===== src/rtl/softmax_row_arbiter.sv =====
// softmax_row_arbiter
// Shares one fixed-latency softmax normalisation backend between NUM_REQ
// requesters. Grants one row per cycle round-robin, tracks every issued row in
// a tag pipe matched to the backend latency, and routes each backend result
// back to the requester that issued it. Enable/flush sequencing is handled by
// a small FSM; a sticky flag records any backend/tag misalignment.
module softmax_row_arbiter #(
    parameter int NUM_REQ  = 4,
    parameter int PIPE_LAT = 3,
    parameter int SEL_W    = 2,
    parameter int CNT_W    = 2
) (
    input  logic               clk,
    input  logic               rst_n,
    input  logic               enable,
    input  logic               flush,
    input  logic [NUM_REQ-1:0] req_valid,
    output logic [NUM_REQ-1:0] req_grant,
    output logic [SEL_W-1:0]   sm_sel,
    output logic               sm_valid_in,
    input  logic               sm_valid_out,
    output logic [NUM_REQ-1:0] resp_valid,
    output logic [SEL_W-1:0]   resp_id,
    output logic               busy,
    output logic [CNT_W-1:0]   inflight_cnt,
    output logic               flush_done,
    output logic               tag_err
);

    typedef enum logic [1:0] {
        ST_IDLE  = 2'd0,
        ST_RUN   = 2'd1,
        ST_DRAIN = 2'd2,
        ST_DONE  = 2'd3
    } state_t;

    state_t             state_r;
    logic [SEL_W-1:0]   rr_ptr_r;
    logic               tag_v_r  [PIPE_LAT];
    logic [SEL_W-1:0]   tag_id_r [PIPE_LAT];
    logic [CNT_W-1:0]   cnt_r;
    logic [CNT_W-1:0]   cnt_next_s;
    logic               busy_r;
    logic               flush_done_r;
    logic               tag_err_r;

    logic               grant_en_s;
    logic               found_s;
    logic [NUM_REQ-1:0] grant_s;
    logic [SEL_W-1:0]   sel_s;
    logic               tail_v_s;
    logic [SEL_W-1:0]   tail_id_s;
    logic [NUM_REQ-1:0] resp_valid_s;
    logic [SEL_W-1:0]   resp_id_s;

    // Granting is blocked in the very cycle enable drops or flush arrives.
    assign grant_en_s = (state_r == ST_RUN) && enable && !flush;
    assign tail_v_s   = tag_v_r[PIPE_LAT-1];
    assign tail_id_s  = tag_id_r[PIPE_LAT-1];

    // Round-robin winner search starting at rr_ptr, wrapping modulo NUM_REQ.
    always_comb begin
        int idx;
        grant_s = '0;
        sel_s   = '0;
        found_s = 1'b0;
        idx     = 0;
        for (int k = 0; k < NUM_REQ; k++) begin
            idx = int'(rr_ptr_r) + k;
            if (idx >= NUM_REQ) begin
                idx = idx - NUM_REQ;
            end else begin
                idx = idx;
            end
            if (grant_en_s && !found_s && req_valid[idx]) begin
                found_s      = 1'b1;
                grant_s[idx] = 1'b1;
                sel_s        = idx[SEL_W-1:0];
            end else begin
                found_s = found_s;
            end
        end
    end

    // Route the backend result to the owner recorded at the tail of the tag pipe.
    always_comb begin
        resp_valid_s = '0;
        resp_id_s    = '0;
        if (tail_v_s) begin
            resp_id_s = tail_id_s;
            if (sm_valid_out) begin
                resp_valid_s[tail_id_s] = 1'b1;
            end else begin
                resp_valid_s = '0;
            end
        end else begin
            resp_id_s = '0;
        end
    end

    // Next in-flight count: +1 per issue, -1 per retirement at the tail.
    always_comb begin
        case ({found_s, tail_v_s})
            2'b10:   cnt_next_s = cnt_r + CNT_W'(1);
            2'b01:   cnt_next_s = cnt_r - CNT_W'(1);
            default: cnt_next_s = cnt_r;
        endcase
    end

    // Sequencing FSM with registered busy and one-cycle flush_done.
    always_ff @(posedge clk or negedge rst_n) begin
        if (!rst_n) begin
            state_r      <= ST_IDLE;
            busy_r       <= 1'b0;
            flush_done_r <= 1'b0;
        end else begin
            case (state_r)
                ST_IDLE: begin
                    if (flush) begin
                        state_r      <= ST_DONE;
                        busy_r       <= 1'b1;
                        flush_done_r <= 1'b1;
                    end else if (enable) begin
                        state_r      <= ST_RUN;
                        busy_r       <= 1'b1;
                        flush_done_r <= 1'b0;
                    end else begin
                        state_r      <= ST_IDLE;
                        busy_r       <= (cnt_next_s != '0);
                        flush_done_r <= 1'b0;
                    end
                end
                ST_RUN: begin
                    if (flush) begin
                        state_r      <= ST_DRAIN;
                        busy_r       <= 1'b1;
                        flush_done_r <= 1'b0;
                    end else if (!enable) begin
                        state_r      <= ST_IDLE;
                        busy_r       <= (cnt_next_s != '0);
                        flush_done_r <= 1'b0;
                    end else begin
                        state_r      <= ST_RUN;
                        busy_r       <= 1'b1;
                        flush_done_r <= 1'b0;
                    end
                end
                ST_DRAIN: begin
                    if (cnt_next_s == '0) begin
                        state_r      <= ST_DONE;
                        busy_r       <= 1'b1;
                        flush_done_r <= 1'b1;
                    end else begin
                        state_r      <= ST_DRAIN;
                        busy_r       <= 1'b1;
                        flush_done_r <= 1'b0;
                    end
                end
                ST_DONE: begin
                    state_r      <= ST_IDLE;
                    busy_r       <= (cnt_next_s != '0);
                    flush_done_r <= 1'b0;
                end
                default: begin
                    state_r      <= ST_IDLE;
                    busy_r       <= 1'b0;
                    flush_done_r <= 1'b0;
                end
            endcase
        end
    end

    // Advance the round-robin pointer past the winner; hold when nothing is granted.
    always_ff @(posedge clk or negedge rst_n) begin
        if (!rst_n) begin
            rr_ptr_r <= '0;
        end else if (found_s) begin
            if (sel_s == SEL_W'(NUM_REQ - 1)) begin
                rr_ptr_r <= '0;
            end else begin
                rr_ptr_r <= sel_s + SEL_W'(1);
            end
        end else begin
            rr_ptr_r <= rr_ptr_r;
        end
    end

    // Tag pipe shifts every cycle so its tail lines up with backend valid_out.
    always_ff @(posedge clk or negedge rst_n) begin
        if (!rst_n) begin
            for (int i = 0; i < PIPE_LAT; i++) begin
                tag_v_r[i]  <= 1'b0;
                tag_id_r[i] <= '0;
            end
        end else begin
            for (int i = PIPE_LAT - 1; i > 0; i--) begin
                tag_v_r[i]  <= tag_v_r[i-1];
                tag_id_r[i] <= tag_id_r[i-1];
            end
            tag_v_r[0]  <= found_s;
            tag_id_r[0] <= sel_s;
        end
    end

    // In-flight counter and sticky misalignment flag.
    always_ff @(posedge clk or negedge rst_n) begin
        if (!rst_n) begin
            cnt_r     <= '0;
            tag_err_r <= 1'b0;
        end else begin
            cnt_r     <= cnt_next_s;
            tag_err_r <= tag_err_r | (sm_valid_out != tail_v_s);
        end
    end

    assign req_grant    = grant_s;
    assign sm_sel       = sel_s;
    assign sm_valid_in  = found_s;
    assign resp_valid   = resp_valid_s;
    assign resp_id      = resp_id_s;
    assign busy         = busy_r;
    assign inflight_cnt = cnt_r;
    assign flush_done   = flush_done_r;
    assign tag_err      = tag_err_r;

endmodule


===== config.mk =====
export PLATFORM = sky130hd
export DESIGN_NAME = softmax_row_arbiter
export DESIGN_NICKNAME = d
export VERILOG_FILES = /design/src/rtl/softmax_row_arbiter.sv
export SDC_FILE = /design/constraint.sdc
export NUM_CORES = 1
export LEC_CHECK = 0
export ABC_AREA = 1
export CAP_MARGIN = 0
export CORE_UTILIZATION = 40
export DETAILED_ROUTE_END_ITERATION = 6
export GPL_TIMING_DRIVEN = 1
export PLACE_DENSITY = 0.65
export SLEW_MARGIN = 10
export SYNTH_ARGS = -nofsm -noshare
export SYNTH_HDL_FRONTEND = slang
export SYNTH_SLANG_ARGS = --single-unit

===== constraint.sdc =====
create_clock -name clk -period 4.3 [get_ports clk]
set_input_delay 1.29 -clock clk [delete_from_list [all_inputs] [get_ports clk]]
set_output_delay 1.29 -clock clk [all_outputs]
set_load 0.05 [all_outputs]

-- After elaboration in Yosys (flattened, before gate mapping)
Index checks and enable logic that the tools add are counted.
- $add $sub $neg: 10
- order comparisons: 14
- equality and inequality tests: 7
- muxes and demuxes: 54
- bitwise gates (word level): 4
- reduce and logical (&&, ||, !) cells: 23
- operators with widths (cell ; number):
    >= comparator 32 x 1 -> 1 bit, second input constant ; 4
    < comparator 32 x 4 -> 1 bit, second input constant ; 4
    2-to-1 mux 32 bit ; 4
    2-to-1 mux 4 bit ; 6
    2-to-1 mux 1 bit ; 23
    2-to-1 mux 2 bit ; 8
    logical AND 1 bit ; 14
    OR 4 bit ; 3
    subtractor 3 x 3 -> 4 bit, second input constant ; 3
    demux 1 bit (select 2 bit) ; 5
    >= comparator 3 bit, second input constant ; 3
    binary-select mux 1 bit (select 2 bit) ; 4
    equality test 2 bit, second input constant ; 4
    one-hot mux 2 bit (4 select lines) ; 1
    adder 2 x 2 -> 3 bit, second input constant ; 2
    one-hot mux 1 bit (3 select lines) ; 2
    adder 2 x 1 -> 2 bit, second input constant ; 2
    equality test 2 x 1 -> 1 bit, second input constant ; 2
    logical NOT 1 bit ; 4
    logical NOT 2 bit ; 2
    one-hot mux 2 bit (2 select lines) ; 1
    OR reduction 2 bit ; 2
    subtractor 2 x 3 -> 4 bit, second input constant ; 1
    adder 2 x 1 -> 3 bit, second input constant ; 1
    other kinds (7) ; 7
- bits in registers: 18
- word-level logic and storage cells: 124

-- Depth between registers and ports, before layout
- depth after elaboration: 25
- gate-level depth with buffers: 18

-- Least setup slack after synthesis
Ideal clock, no wire load.
- kind: input to output
- start: in sm_valid_out
- end: out resp_valid[0]
- arrival time: 2849 ps
- data required time: 3010 ps
- setup slack: 161 ps
- stages: 2
- cell sequence: inv_1 nor4_1
- word-level cells in the longest chain between the ends: 2
- ends and longest elaborated chain (what ; line ; text):
    start: declaration ; 21 ; input logic sm_valid_out,
    2-to-1 mux 4 bit ; 91 ; if (sm_valid_out) begin
    2-to-1 mux 4 bit ; 89 ; if (tail_v_s) begin
    end: declaration ; 22 ; output logic [NUM_REQ-1:0] resp_valid,
No other way between the ends.

-- Worst setup path after layout
- start: in flush
- end: out req_grant[3]
- word-level cells in the longest chain between the ends: 16
- elaborated cells on any way between the ends: 22
- those cells by class: mux: 7; bitwise: 3; reduce/logical: 12
- ends and longest elaborated chain (what ; line ; text):
    start: declaration ; 16 ; input logic flush,
    logical NOT 1 bit * ; 57 ; assign grant_en_s = (state_r == ST_RUN) && enable && !flush;
    logical AND 1 bit * ; 57 ;
    logical AND 1 bit ; 75 ; if (grant_en_s && !found_s && req_valid[idx]) begin
    2-to-1 mux 1 bit ; 75 ;
    logical NOT 1 bit ; 75 ;
    logical AND 1 bit (2 in series) ; 75 ;
    2-to-1 mux 1 bit ; 75 ;
    logical NOT 1 bit ; 75 ;
    logical AND 1 bit (2 in series) ; 75 ;
    2-to-1 mux 1 bit ; 75 ;
    logical NOT 1 bit ; 75 ;
    logical AND 1 bit (2 in series) ; 75 ;
    2-to-1 mux 4 bit * ; 75 ;
    end: declaration ; 18 ; output logic [NUM_REQ-1:0] req_grant,
Mark *: on every way between the ends. The rest lies on a longest branch, timed or not.

==> summary.md <==
| Metric | Value |
|---|---|
| Outcome | finished with violations |
| Violated checks | design-rule violations |
| Post-synthesis mux area share | 0% |
| Seq cells post-synth | 18 |
| Synth Area in Simple Gates | 34.61% |
| CTS clk-pin slew, worst paths | around 0.090 ns |
| CP max stage delay | 0.52 ns |
| First-pass GRT wire length | roughly 4200 um |
| Hold Fails Final Rpt | 0 |
| Critical path launch point | flush |
| Max Buffers Root-to-Sink | 2 |
| Placer Congestion | between 0.8 and 0.9 |
| Drt initial violations | 50 |
| # rows | 19 |
| Hold_buf cts | 0 |
| Clock sink count | 18 |
| Post-Synth Adder-Cell Area | around 9.1% |
| Gate Count Post-Synth | 154 |
| Layout cells sized above 1 | 27.42% |
| Crit path DAT | 2.92 ns |
| Layout Utilization | 59.47% |
| Min-delay src | tag_id_r[2] |
| Final slew viol count | 0 |
| Antenna-violating nets left | 0 |
| Yosys warning count | 0 |
| CP cell instances | clkdlybuf4s50_1 -> inv_2 -> nand2_2 -> nor2_4 -> buf_4 -> inv_1 -> a21o_1 -> inv_2 -> nor2_4 -> nand2_4 -> o21ai_2 -> buf_12 |
| Mapped Area | 0.001240 mm^2 |
| Largest family of logic cells by synthesized area | simple AND/OR/NAND/NOR gates |
| Worst slew pin tran | 0.7688 ns |
| F_max | 237.5 MHz |
| Slowest cell on crit path | clkdlybuf4s50_1 |
| Maxcap violations | 0 |
| Synth Area in Compound Gates | about a tenth |
| Drt pass-1 iters | 6 |
| Fin nets | 205 |
| CORE AREA | 0.002853 mm^2 |
| Die span in y | 57.68 um |
| Global route overflow | 0 |
| Fin crit share | 97.91% |
| Critical path buffer and inverter count | 6 |
| Worst Skew | 0.008092 ns |
| LEAKAGE | 0.8369 nW |
| Crit path depth | 12 |
| Sequential element share of the synthesized area | 36.33% |
| Pre-CTS WS | 0.02732 ns |
| Die width | 57.68 um |
| Crit path required time | 3.01 ns |
| VDD IR-drop max | approximately 0.27 mV |
| Post-DR vias/cell | 5.009 |
| H-tree depth | 1 |
| Kind of capture point of the worst setup path | primary output |
| Initial antenna violation count | 0 |
| Routed length per instance | 11.33 um |
| Initial Utilization | 43.46% |
| Dpl hpwl | 2025 um |
| Post-Synth XOR/XNOR Area | 1.413% |
| Port-buffer cells | 26 |
| Final wirelength | 2459 um |
| CTS tree | done |
| Syn nets | 172 |
| Largest net degree at the start of global routing | 19 |
| Cell family with most CP delay | buffers and inverters |
| Post-synth cell types | 28 |
| # diodes | 0 |
| Final Worst Setup Slack | 0.09000 ns |
| Root buffer cell | clkbuf_4 |
| Crit-path max FO | 7 |
| Total GRT Usage | 15.95% |
| Clk Latency, worst-skew pair | approximately 0.29 ns |
| Final setup vio count | 0 |
| CTS buffer count | 3 |
| Worst r2r path cells | 17 |
| IO Pins | 27 |
| Routed vias | 1,087 |
| # DRC | 3 |
| Crit start category | input pin |
| Vias in the first global route | 1,053 |
| Avg Inst Size Synth | 8.052 um^2 |
| Worst hold path depth | 0 |
| Reg-to-reg startpoint | rr_ptr_r[1] |
| Area Growth Syn to Fin | 36.83% |
| Worst rel slew slack | 48.59% |
| Path category of the worst min-delay check | reg -> reg |
| Min Tclk post-route | 4.210 ns |
| PwrDens | slightly below 600 mW/mm^2 |
| Die area | between 0.003 and 0.004 mm^2 |
| Crit Path Class | in -> out |
cells in the mapped netlist:
cell / instances / area (um^2)
a21o_1: 1 / 7.510
a21oi_1: 6 / 30.03
buf_6: 1 / 11.26
dfrtp_1: 18 / 450.4
ha_1: 9 / 112.6
inv_1: 21 / 78.83
inv_2: 3 / 11.26
inv_8: 1 / 11.26
nand2_1: 34 / 127.6
nand2_2: 9 / 56.30
nand2_4: 2 / 22.52
nand3_1: 10 / 50.05
nand3_2: 4 / 40.04
nand3_4: 1 / 17.52
nand4_1: 3 / 18.77
nor2_1: 7 / 26.28
nor2_2: 1 / 6.260
nor2_4: 2 / 22.52
nor2_8: 1 / 20.02
nor3_1: 3 / 15.01
nor4_1: 1 / 6.260
o211ai_1: 1 / 7.510
o21ai_0: 6 / 30.03
o21ai_1: 4 / 20.02
o22ai_1: 1 / 6.260
o311ai_0: 1 / 8.760
o31ai_1: 1 / 7.510
xnor2_1: 2 / 17.52
power breakdown:
group / internal [mW] / leakage (nW) / total, mW / switching [mW]
sequential: 0.228 / 0.225 / 0.280 / 0.0522
clock: 0.0515 / 0.0210 / 0.100 / 0.0487
combinational: 0.215 / 0.591 / 0.608 / 0.393
cell families after synthesis:
| group | after synthesis |
|---|---|
| xor+xnor | 2 |
| buf+inv | 26 |
| compound gates | 21 |
| fa+ha+maj | 9 |
| simple gates | 78 |
| flops | 18 |
per-stage QoR:
stage | instance area, um^2 | setup TNS [ns] | instances | hold slack [ns] | power, mW
after floorplan | 1240 | 0 | 154 | 0.3312 | 0.6974
after global placement | 1608 | 0 | 211 | 0.3329 | 0.8673
after detailed placement | 1608 | 0 | 211 | 0.3364 | 0.8791
after CTS | 1644 | 0 | 215 | 0.3585 | 0.9816
after global routing | 1697 | -0.02169 | 217 | 0.3680 | 1.064
final | 1697 | 0 | 217 | 0.3560 | 0.9878
placed cells by master (no fill, tap or decap), drive strengths merged, types with 4 or more instances in the layout:
cell type and instances:
a21oi 6, buf 14, clkbuf 4, clkdlybuf4s50 15, dfrtp 18, ha 9
inv 25, nand2 45, nand3 15, nor2 11, o21ai 10
what timing repair did:
| item | in CTS | in global routing |
|---|---|---|
| buffers inserted | 0 | 2 |
| resized for setup | 0 | 13 |
| setup endpoints to repair | 0 | 6 |
layout make-up:
type                    instances  area (um^2)
fillers                       254         1156
multi-input cells             110        714.4
flip-flops and latches         18        450.4
repair buffers                 29        355.3
inverters                      25        101.3
well taps                      31        38.79
clock buffers                   4        36.28
sequential cells by signal, summed over array words and instances, names as in the netlist, named ones only:
| name | cells |
|---|---|
| tag_id_r | 4 |
| inflight_cnt | 2 |
| state_r | 2 |
| tag_v_r | 2 |
| tail_id_s | 2 |
| busy | 1 |
| flush_done | 1 |
| rr_ptr_r | 1 |
| tag_err | 1 |
| tail_v_s | 1 |
worst paths after layout:
path | slack, ns | endpoint
worst max-delay path | 0.09 | req_grant[3]
worst min-delay path | 0.36 | tail_id_s[0]
worst max register to register | 1.18 | state_r[0]
worst min register to register | 0.36 | tail_id_s[0]
max in group asynchronous | 2.37 | tag_id_r[5]
min in group asynchronous | 1.44 | tail_v_s
worst register-to-register path: cells and delay by family, from the launching register on:
kind	cells	cell delay [ns]
and+or+nand+nor	6	0.64
buffers and inverters	4	0.47
xor gates and xnor gates	1	0.19
adders and majority gates	2	0.63
AOI/OAI and AO/OA	4	0.50
DFF	1	0.57
per-layer routing:
metal | track usage, % | vias up | routed length [um]
met5 | 0 | - | 0
met4 | 7.483 | 0 | 19
met3 | 0.6696 | 2 | 82
met2 | 30.56 | 23 | 1347
met1 | 18.14 | 499 | 1010
li1 | - | 563 | -
No activity file was read; power rests on OpenSTA's default activity.
==> RTL edit, RTL diff (same flow settings) <==
`PIPE_LAT`: 3 -> 2.
--- a/src/rtl/softmax_row_arbiter.sv
+++ b/src/rtl/softmax_row_arbiter.sv
@@ -6,7 +6,7 @@
 // a small FSM; a sticky flag records any backend/tag misalignment.
 module softmax_row_arbiter #(
     parameter int NUM_REQ  = 4,
-    parameter int PIPE_LAT = 3,
+    parameter int PIPE_LAT = 2,
     parameter int SEL_W    = 2,
     parameter int CNT_W    = 2
 ) (
Behaviour: not the same (Yosys sat finds a counterexample within 4 cycles, from zero or initial values and one cycle with rst_n low).
==> RTL edit against the unedited design <==
- wire length is 6.8% higher
- setup slack worse by 6.7 ps
- sequential cell count is 3 lower
- area after synthesis is 9.0% lower
- cell area is 8.0% lower
- hold slack better by 1.2 ps
- sequential power is 14% lower
- non-clock buffer count stayed put
- clock power is 19% lower
- total power is 7.6% lower
- critical endpoint is now req_grant[1]
- largest power group unchanged
==> RTL edit: results <==
group,metric,value,unit
finish,clock_area_share,1.76,%
routing,met2_length,1.41,mm
power,leakage,0.758,nW
run_status,status,"complete, no violations",
worst_hold_path,hold_start,"tag_v_r[1]",
worst_hold_path,min_to,"tail_v_s",
finish,fillerInstances,249,
power,p_sw,0.478,mW
global_routing,met3_usage,2.73,%
finish,multi_input_cells,108,
sta,relSlewSlack,57.4,%
yosys,avgSynthCellArea,7.63,um^2
global_routing,grt_max_degree,16,
worst_setup_path,cp_max_fo,6,
finish,nets,198,
yosys,ys_types,26,
yosys,yosysSeqAreaShare,33.3,%
worst_setup_path,critPathCapture,"req_grant[1]",
placed_design,dp_cells,206,
yosys,synth_area_leaders,"dfrtp_1, nand2_1, ha_1",
routing,routedLengthMet1,1.08,mm
clocking,post-cts-setup-buffer-count,0,
yosys,yosysWarnings,0,
routing,drt_iter0_markers,18,
power,ir_drop,0.000515,V
finish,seqCellArea,375,um^2
routing,vias_per_cell,5.11,
global_routing,track_usage,19.1,%
placed_design,place.gp.congestion,0.823,
placed_design,dp_hpwl,2.09,mm
yosys,postSynthNetCount,165,
routing,dr_wl_met3,117,um
global_routing,grt_pass1_wl,4.07,mm
floorplan,coreArea,2570,um^2
sta,final.setup_skew,9.50,ps
finish,multi_input_area,669,um^2
clocking,clk_latency,280,ps
power,pg_seq,0.241,mW
routing,dr.pass1.iters,4,
clocking,cts.clk_slew.worst_paths,100,ps
worst_setup_path,reg2reg_setup_slack,1120,ps
finish,design.seq.count,15,
finish,nonClkBufAreaFrac,22.8,%
placed_design,placed_cell_area,1510,um^2
global_routing,use_met1,22.4,%
yosys,yosys-top-cells-count,"nand2_1, inv_1, dfrtp_1",
routing,vias,1073,
finish,clkbuf_count,3,
global_routing,use_met2,34.7,%
power,powerClk,0.0808,mW
global_routing,grt_pass1_vias,954,
finish,final_layout_size_suffix_gt1_share,26.7,%
finish,inv_count,24,
worst_setup_path,cp.arrival,2930,ps
finish,seq_area_share,24.1,%
routing,wl,2.63,mm
worst_setup_path,critPathLaunch,"req_valid[2]",
==> RTL edit: cell families after synthesis <==
| kind of cell | share of synthesized area (%) |
|---|---|
| DFF | 33.3 |
| buffers and inverters | 9.42 |
| adders and majority gates | 8.87 |
| xor gates and xnor gates | 1.55 |
| and+or+nand+nor | 36.4 |
| AOI/OAI and AO/OA | 10.5 |
==> RTL edit: worst max-delay path, stage by stage <==
cell and delay, ps:
clkdlybuf4s50_1 530, nand2_1 100, nand3_2 100, nand2_2 90, nand3_2 100, nor2_4 60, nor2_4 160, nand2_2 120
o21ai_2 210, buf_12 160
==> RTL edit: through the flow <==
stage                     setup slack [ps]  power [mW]  hold WS, ps
after floorplan                        161       0.640          331
after global placement                75.0       0.810          332
after detailed placement              54.2       0.830          336
after CTS                             45.3       0.911          359
after global routing                 -9.77       0.986          368
final                                 83.3       0.913          357
